<file path="config.mk">
export PLATFORM = sky130hd
export DESIGN_NAME = mips_hazard_ctrl_flat
export DESIGN_NICKNAME = d
export VERILOG_FILES = /design/src/rtl/mips_hazard_ctrl_if.sv /design/src/rtl/mips_hazard_ctrl.sv /design/src/flat_wrapper.sv
export SDC_FILE = /design/constraint.sdc
export NUM_CORES = 1
export LEC_CHECK = 0
export CAP_MARGIN = 10
export CORE_ASPECT_RATIO = 1.5
export CORE_MARGIN = 4
export CORE_UTILIZATION = 35
export DETAILED_ROUTE_END_ITERATION = 8
export DONT_BUFFER_PORTS = 1
export SLEW_MARGIN = 20
export SYNTH_ARGS = -nofsm -noshare
export SYNTH_HDL_FRONTEND = slang
export SYNTH_SLANG_ARGS = --single-unit
</file>
<file path="constraint.sdc">
create_clock -name clk -period 2.5 [get_ports clk]
set_input_delay 0.625 -clock clk [delete_from_list [all_inputs] [get_ports clk]]
set_output_delay 0.625 -clock clk [all_outputs]
set_load 0.02 [all_outputs]
</file>
<file path="src/rtl/mips_hazard_ctrl_if.sv">
// mips_hazard_ctrl_if
//   Groups the ID-side request signals and the pipeline-control responses
//   exchanged between the pipelined MIPS core and its hazard controller.
//   master : pipeline side (drives the ID fields, consumes stall/flush/fwd)
//   slave  : hazard controller
//   Optional statistics counters appear when HAZARD_STATS_EN is defined.
interface mips_hazard_ctrl_if #(
   parameter int DEPTH = 3,
   parameter int REG_W = 5,
   parameter int SEL_W = $clog2(DEPTH + 1)
);
   // ID request
   logic             id_valid;
   logic [REG_W-1:0] id_rs_num;
   logic             id_rs_used;
   logic [REG_W-1:0] id_rt_num;
   logic             id_rt_used;
   logic [REG_W-1:0] id_rd_num;
   logic             id_reg_write;
   logic             id_is_load;
   logic             id_is_mem;
   logic             id_halt;
   logic             ex_redirect;
   logic             cache_done;
   // control response
   logic             stall_if;
   logic             stall_id;
   logic             bubble_ex;
   logic             flush_id;
   logic             freeze;
   logic [SEL_W-1:0] fwd_sel_rs;
   logic [SEL_W-1:0] fwd_sel_rt;
   logic             halted;
`ifdef HAZARD_STATS_EN
   logic [31:0]      stat_stall;
   logic [31:0]      stat_flush;
   logic [31:0]      stat_fwd;
`endif

   modport master (
      output id_valid, id_rs_num, id_rs_used, id_rt_num, id_rt_used, id_rd_num,
             id_reg_write, id_is_load, id_is_mem, id_halt, ex_redirect, cache_done,
`ifdef HAZARD_STATS_EN
      input  stat_stall, stat_flush, stat_fwd,
`endif
      input  stall_if, stall_id, bubble_ex, flush_id, freeze, fwd_sel_rs, fwd_sel_rt, halted
   );

   modport slave (
      input  id_valid, id_rs_num, id_rs_used, id_rt_num, id_rt_used, id_rd_num,
             id_reg_write, id_is_load, id_is_mem, id_halt, ex_redirect, cache_done,
`ifdef HAZARD_STATS_EN
      output stat_stall, stat_flush, stat_fwd,
`endif
      output stall_if, stall_id, bubble_ex, flush_id, freeze, fwd_sel_rs, fwd_sel_rt, halted
   );
endinterface

</file>
<file path="src/rtl/mips_hazard_ctrl.sv">
// mips_hazard_ctrl
//   Hazard / forwarding controller sitting beside ID. A DEPTH-entry
//   scoreboard tracks every instruction issued past ID (entry[0]=EX ...
//   entry[DEPTH-1]=writeback) and drives forwarding selects, load-use
//   stalls, cache-miss freeze, branch flush and a sticky halt.
// Ports
//   clk    : rising-edge clock
//   rst_b  : asynchronous active-low reset
//   hif    : mips_hazard_ctrl_if.slave (ID fields in, control out)
// Configuration
//   HAZARD_STATS_EN : adds 32-bit saturating stat_stall/stat_flush/stat_fwd.
module mips_hazard_ctrl #(
   parameter int DEPTH            = 3,
   parameter int REG_W            = 5,
   parameter int MEM_STAGE        = 1,
   parameter int ALU_READY_STAGE  = 1,
   parameter int LOAD_READY_STAGE = 2,
   parameter int SEL_W            = $clog2(DEPTH + 1)
) (
   input  logic              clk,
   input  logic              rst_b,
   mips_hazard_ctrl_if.slave hif
);

   typedef struct packed {
      logic             valid;
      logic [REG_W-1:0] rd;
      logic             wr;
      logic             load;
      logic             mem;
      logic             halt;
   } entry_t;

   entry_t           sb [DEPTH];
   logic             halt_seen;
   logic             halted;

   logic [DEPTH-1:0] hit_rs, hit_rt, rdy;
   logic [SEL_W-1:0] sel_rs, sel_rt;
   logic             haz_rs, haz_rt;
   logic             hazard, freeze, load_use, issue;
   entry_t           id_entry;

   // Per-entry match and readiness; register 0 never creates a dependency.
   for (genvar k = 0; k < DEPTH; k++) begin : g_ent
      assign hit_rs[k] = sb[k].valid & sb[k].wr & (sb[k].rd == hif.id_rs_num) &
                         (hif.id_rs_num != '0);
      assign hit_rt[k] = sb[k].valid & sb[k].wr & (sb[k].rd == hif.id_rt_num) &
                         (hif.id_rt_num != '0);
      assign rdy[k]    = sb[k].load ? (k >= LOAD_READY_STAGE) : (k >= ALU_READY_STAGE);
   end

   // Scan oldest to youngest so the youngest producer overwrites older ones.
   // A youngest producer that is not ready blocks forwarding from older ones.
   always_comb begin
      sel_rs = '0;
      sel_rt = '0;
      haz_rs = 1'b0;
      haz_rt = 1'b0;
      for (int k = DEPTH - 1; k >= 0; k--) begin
         if (hit_rs[k]) begin
            sel_rs = rdy[k] ? SEL_W'(k + 1) : '0;
            haz_rs = ~rdy[k];
         end
         if (hit_rt[k]) begin
            sel_rt = rdy[k] ? SEL_W'(k + 1) : '0;
            haz_rt = ~rdy[k];
         end
      end
   end

   assign hazard   = (hif.id_rs_used & haz_rs) | (hif.id_rt_used & haz_rt);
   assign freeze   = sb[MEM_STAGE].valid & sb[MEM_STAGE].mem & ~hif.cache_done;
   // A redirect outranks the hazard: the wrong-path ID is dropped anyway.
   assign load_use = ~freeze & ~hif.ex_redirect & hif.id_valid & hazard;
   // Once a halt has issued, everything younger is squashed instead of issued.
   assign issue    = ~freeze & ~hif.ex_redirect & hif.id_valid & ~hazard & ~halt_seen;

   assign id_entry = '{valid: 1'b1,
                       rd:    hif.id_rd_num,
                       wr:    hif.id_reg_write,
                       load:  hif.id_is_load,
                       mem:   hif.id_is_mem,
                       halt:  hif.id_halt};

   always_ff @(posedge clk or negedge rst_b) begin
      if (!rst_b) begin
         for (int k = 0; k < DEPTH; k++) sb[k] <= '0;
         halt_seen <= 1'b0;
         halted    <= 1'b0;
      end else if (!freeze) begin
         for (int k = DEPTH - 1; k > 0; k--) sb[k] <= sb[k-1];
         sb[0] <= issue ? id_entry : '0;
         if (sb[DEPTH-1].valid && sb[DEPTH-1].halt) halted <= 1'b1;
         if (issue && hif.id_halt) halt_seen <= 1'b1;
      end
   end

   // Freeze wins over everything and leaves ex_redirect pending.
   assign hif.stall_if   = freeze | load_use | halt_seen;
   assign hif.stall_id   = freeze | load_use;
   assign hif.bubble_ex  = ~freeze & (hif.ex_redirect | load_use | halt_seen);
   assign hif.flush_id   = ~freeze & hif.ex_redirect;
   assign hif.freeze     = freeze;
   assign hif.fwd_sel_rs = hif.id_rs_used ? sel_rs : '0;
   assign hif.fwd_sel_rt = hif.id_rt_used ? sel_rt : '0;
   assign hif.halted     = halted;

`ifdef HAZARD_STATS_EN
   logic [31:0] stat_stall, stat_flush, stat_fwd;
   logic        fwd_any;

   assign fwd_any = (hif.fwd_sel_rs != '0) | (hif.fwd_sel_rt != '0);

   always_ff @(posedge clk or negedge rst_b) begin
      if (!rst_b) begin
         stat_stall <= '0;
         stat_flush <= '0;
         stat_fwd   <= '0;
      end else if (!halted) begin
         if (load_use && stat_stall != '1)          stat_stall <= stat_stall + 32'd1;
         if (hif.flush_id && stat_flush != '1)      stat_flush <= stat_flush + 32'd1;
         if (issue && fwd_any && stat_fwd != '1)    stat_fwd   <= stat_fwd + 32'd1;
      end
   end

   assign hif.stat_stall = stat_stall;
   assign hif.stat_flush = stat_flush;
   assign hif.stat_fwd   = stat_fwd;
`endif

endmodule

</file>
<file path="src/flat_wrapper.sv">
// flat-port wrapper written by rule: the top's interface ports become plain ports
module mips_hazard_ctrl_flat 
#(
   parameter int DEPTH            = 3,
   parameter int REG_W            = 5,
   parameter int MEM_STAGE        = 1,
   parameter int ALU_READY_STAGE  = 1,
   parameter int LOAD_READY_STAGE = 2,
   parameter int SEL_W            = $clog2(DEPTH + 1)
)
  (clk, rst_b, hif_id_valid, hif_id_rs_num, hif_id_rs_used, hif_id_rt_num, hif_id_rt_used, hif_id_rd_num, hif_id_reg_write, hif_id_is_load, hif_id_is_mem, hif_id_halt, hif_ex_redirect, hif_cache_done, hif_stall_if, hif_stall_id, hif_bubble_ex, hif_flush_id, hif_freeze, hif_fwd_sel_rs, hif_fwd_sel_rt, hif_halted);
  mips_hazard_ctrl_if #(.DEPTH(DEPTH), .REG_W(REG_W), .SEL_W(SEL_W)) hif_i ();
  input  logic clk;
  input  logic rst_b;
  input wire logic [$bits(hif_i.id_valid)-1:0] hif_id_valid;
  input wire logic [$bits(hif_i.id_rs_num)-1:0] hif_id_rs_num;
  input wire logic [$bits(hif_i.id_rs_used)-1:0] hif_id_rs_used;
  input wire logic [$bits(hif_i.id_rt_num)-1:0] hif_id_rt_num;
  input wire logic [$bits(hif_i.id_rt_used)-1:0] hif_id_rt_used;
  input wire logic [$bits(hif_i.id_rd_num)-1:0] hif_id_rd_num;
  input wire logic [$bits(hif_i.id_reg_write)-1:0] hif_id_reg_write;
  input wire logic [$bits(hif_i.id_is_load)-1:0] hif_id_is_load;
  input wire logic [$bits(hif_i.id_is_mem)-1:0] hif_id_is_mem;
  input wire logic [$bits(hif_i.id_halt)-1:0] hif_id_halt;
  input wire logic [$bits(hif_i.ex_redirect)-1:0] hif_ex_redirect;
  input wire logic [$bits(hif_i.cache_done)-1:0] hif_cache_done;
  output wire logic [$bits(hif_i.stall_if)-1:0] hif_stall_if;
  output wire logic [$bits(hif_i.stall_id)-1:0] hif_stall_id;
  output wire logic [$bits(hif_i.bubble_ex)-1:0] hif_bubble_ex;
  output wire logic [$bits(hif_i.flush_id)-1:0] hif_flush_id;
  output wire logic [$bits(hif_i.freeze)-1:0] hif_freeze;
  output wire logic [$bits(hif_i.fwd_sel_rs)-1:0] hif_fwd_sel_rs;
  output wire logic [$bits(hif_i.fwd_sel_rt)-1:0] hif_fwd_sel_rt;
  output wire logic [$bits(hif_i.halted)-1:0] hif_halted;
  assign hif_i.id_valid = hif_id_valid;
  assign hif_i.id_rs_num = hif_id_rs_num;
  assign hif_i.id_rs_used = hif_id_rs_used;
  assign hif_i.id_rt_num = hif_id_rt_num;
  assign hif_i.id_rt_used = hif_id_rt_used;
  assign hif_i.id_rd_num = hif_id_rd_num;
  assign hif_i.id_reg_write = hif_id_reg_write;
  assign hif_i.id_is_load = hif_id_is_load;
  assign hif_i.id_is_mem = hif_id_is_mem;
  assign hif_i.id_halt = hif_id_halt;
  assign hif_i.ex_redirect = hif_ex_redirect;
  assign hif_i.cache_done = hif_cache_done;
  assign hif_stall_if = hif_i.stall_if;
  assign hif_stall_id = hif_i.stall_id;
  assign hif_bubble_ex = hif_i.bubble_ex;
  assign hif_flush_id = hif_i.flush_id;
  assign hif_freeze = hif_i.freeze;
  assign hif_fwd_sel_rs = hif_i.fwd_sel_rs;
  assign hif_fwd_sel_rt = hif_i.fwd_sel_rt;
  assign hif_halted = hif_i.halted;
  mips_hazard_ctrl #(.DEPTH(DEPTH), .REG_W(REG_W), .MEM_STAGE(MEM_STAGE), .ALU_READY_STAGE(ALU_READY_STAGE), .LOAD_READY_STAGE(LOAD_READY_STAGE), .SEL_W(SEL_W)) u_core (.clk(clk), .rst_b(rst_b), .hif(hif_i));
endmodule
</file>
==> metrics.yaml <==
failed_checks: "setup timing"
setup_violations: 6
fp.dieW_um: 65.5
synth_cells: 200
max_stage_delay_ns: 0.54
start_util_pct: 36.1
cts_htree_levels: 2
p_leak_nw: 1.03
antenna_cells: 0
cts_tree: "built"
antenna_found_initial: 0
hpwl_um: 3240
core.rowCount: 31
ant_nets: 0
synthTopCellsByArea: "dfrtp_1, nand2_1, xor2_1"
reg2reg_setup_slack_ns: 0.41
cap_violations: 0
clock_latency_ns: 0.28
final_area_um2: 2200
crit_chain: "xor2_1 -> or4_4 -> o22a_4 -> o211ai_1 -> buf_4"
min_period_over_period_pct: 107
drive_gt1_share_pct: 25.1
yosys_most_used_dff: "dfrtp_1"
die_y_um: 94.2
clock-sinks: 30
rsz0062_at_grt: "true"
r2r_end: "u_core.halt_seen$_DFFE_PN0P_"
cp-start-kind: "flop"
pin_count: 36
netlist_top_cells_count: "nand2_1, dfrtp_1, xor2_1"
reg2reg_from: "u_core.sb[24]$_DFFE_PN0N_"
hp-class: "in -> async"
gp_congestion: 0.795
grt_pass1_wl_um: 7240
cp.required_ns: 1.88
avgSynthCellArea_um2: 8.68
critPathBufInv: 1
run_status: "finished, violations left"
drc: 0
fin_tns_setup_ns: -0.682
synth_seq_area_share_pct: 43.3
relSlewSlack_pct: 58.5
synth.distinct_cells: 38
worstMarginPinSlew_ns: 0.622
firstDrtPassIters: 4
vias: 1451
syn_area_um2: 1740
critPathKind: "reg -> out"
track_usage_pct: 15.5
ys_seq_elements: 30
synth-edff-count: 0
overflow: 0
cp_max_fo: 4
synthesis.nets: 226
yosysTopAreaCell: "dfrtp_1"
timing.final.ws_setup_ns: -0.183
peakVddDrop_mv: 0.221
die_area_um2: 6170
synth_top_area_share_pct: 43.3
grt_pass1_vias: 1544
io_buffers: 0
timing.fmax_mhz: 373
crit_family: "simple AND/OR/NAND/NOR gates"
clk_path_buf_depth: 2
cts.clk_slew.worst_paths_ns: 0.06
synthArstFlopShare_pct: 100
synth.most_common_cell: "nand2_1"
final_hold_viol_count: 0
syn_to_final_growth_pct: 27.0
fin_nets: 252
yosysWarnings: 0
cp-end-kind: "output port"
arrival_ns: 2.06
via_per_inst: 4.95
p_per_area_nw_per_um2: 419
drtIter0Drc: 51
drv_slew: 0
period_minus_slack_ns: 2.68
core_region_area_um2: 4810
critPathSlowestCell: "or4_4"
placed_cell_area_um2: 1980
avgRoutedWirePerCell_um: 14.6
cts_made_buffers: 5
cts_root_buf: "clkbuf_8"
drt-total-wl_um: 4270
grt_start_max_net_pins: 31
r2r_cells: 6
clock_skew_ns: 0.00366
==> registers in the layout (all words and copies together) (netlist names) <==
register	flops
u_core.hif.halted	1
u_core.halt_seen	1
u_core.sb	28
==> layer usage <==
metal,vias to the layer above,routed length (um),global-route usage [%]
met4,0,123,8.65
met5,-,0,0
met1,678,1770,17.5
met3,10,218,4.43
li1,734,-,-
met2,29,2160,25.6
==> final cells by class <==
class	instances	area (um2)
clock buffers	7	86.3
clock inverters	1	5.00
fillers	491	2610
inverters	5	18.8
multi-input cells	158	1060
flip-flops and latches	30	754
well taps	66	82.6
repair buffers	26	199
==> worst max-delay path by stage <==
stage | start | to | slack, ns | cells past startpoint
after floorplan | hif_id_rs_num[2] | hif_stall_id | -0.12 | 5
after global placement | hif_id_rs_num[1] | hif_stall_if | -0.24 | 6
after detailed placement | hif_id_rs_num[1] | hif_stall_if | -0.25 | 6
after CTS | u_core.sb[18]$_DFFE_PN0N_ | hif_stall_id | -0.27 | 6
after global routing | u_core.sb[14]$_DFFE_PN0N_ | hif_stall_id | -0.30 | 5
final | u_core.sb[14]$_DFFE_PN0N_ | hif_stall_id | -0.18 | 5
==> power breakdown <==
part           internal [mW]  switching, mW
Sequential             0.486       0.000490
Combinational         0.0245         0.0165
Clock                  0.221          0.175
==> kinds of logic (layout without fill, tap and decap cells) <==
logic type / after synthesis / count (layout) / share of synthesized area (%)
and+or+nand+nor: 101 / 101 / 25.8
xor gates and xnor gates: 30 / 30 / 15.1
DFF: 30 / 30 / 43.3
AOI/OAI and AO/OA: 27 / 27 / 12.8
buffers and inverters: 12 / 39 / 3.03
==> layout by cell type (no fill, tap or decap), types with 2 or more instances in the layout <==
cell type,count
inv_1,5
or4_4,2
dfrtp_2,3
o31ai_1,11
xnor2_1,10
xnor2_2,4
clkbuf_8,6
nand3_1,2
nand4_1,4
buf_4,25
nor2_1,4
nor3_1,4
dfrtp_1,27
xor2_1,16
nand2_1,70
nand2b_1,2
nor4_1,2
==> metrics by stage <==
stage | hold slack [ns] | cells | power (mW) | setup slack (ns) | utilization [%]
after CTS | 0.0215 | 290 | 0.932 | -0.271 | 44.5
after floorplan | 0.329 | 200 | 0.529 | -0.117 | -
after global routing | 0.0168 | 293 | 0.955 | -0.297 | 45.8
after global placement | 0.330 | 279 | 0.533 | -0.239 | 41.2
final | 0.0306 | 293 | 0.924 | -0.183 | 45.8
after detailed placement | 0.330 | 279 | 0.533 | -0.246 | 41.2
==> worst register-to-register path, cell delays in order, from the launching register on <==
cell      delay, ns
dfrtp_2        0.43
xor2_1         0.17
nor4_2         0.30
nor4bb_4       0.24
buf_4          0.17
or2_0          0.50
o31ai_1        0.15
==> repair_timing <==
action | in CTS | in global routing
resized for setup | 8 | 11
hold buffers | 0 | 0
setup endpoints to repair | 6 | 7
setup buffers | 3 | 4
gates cloned | 0 | 0
endpoints found under the hold margin | 0 | 0
pin swaps | 7 | 14
Power figures use the tool's default switching activity.
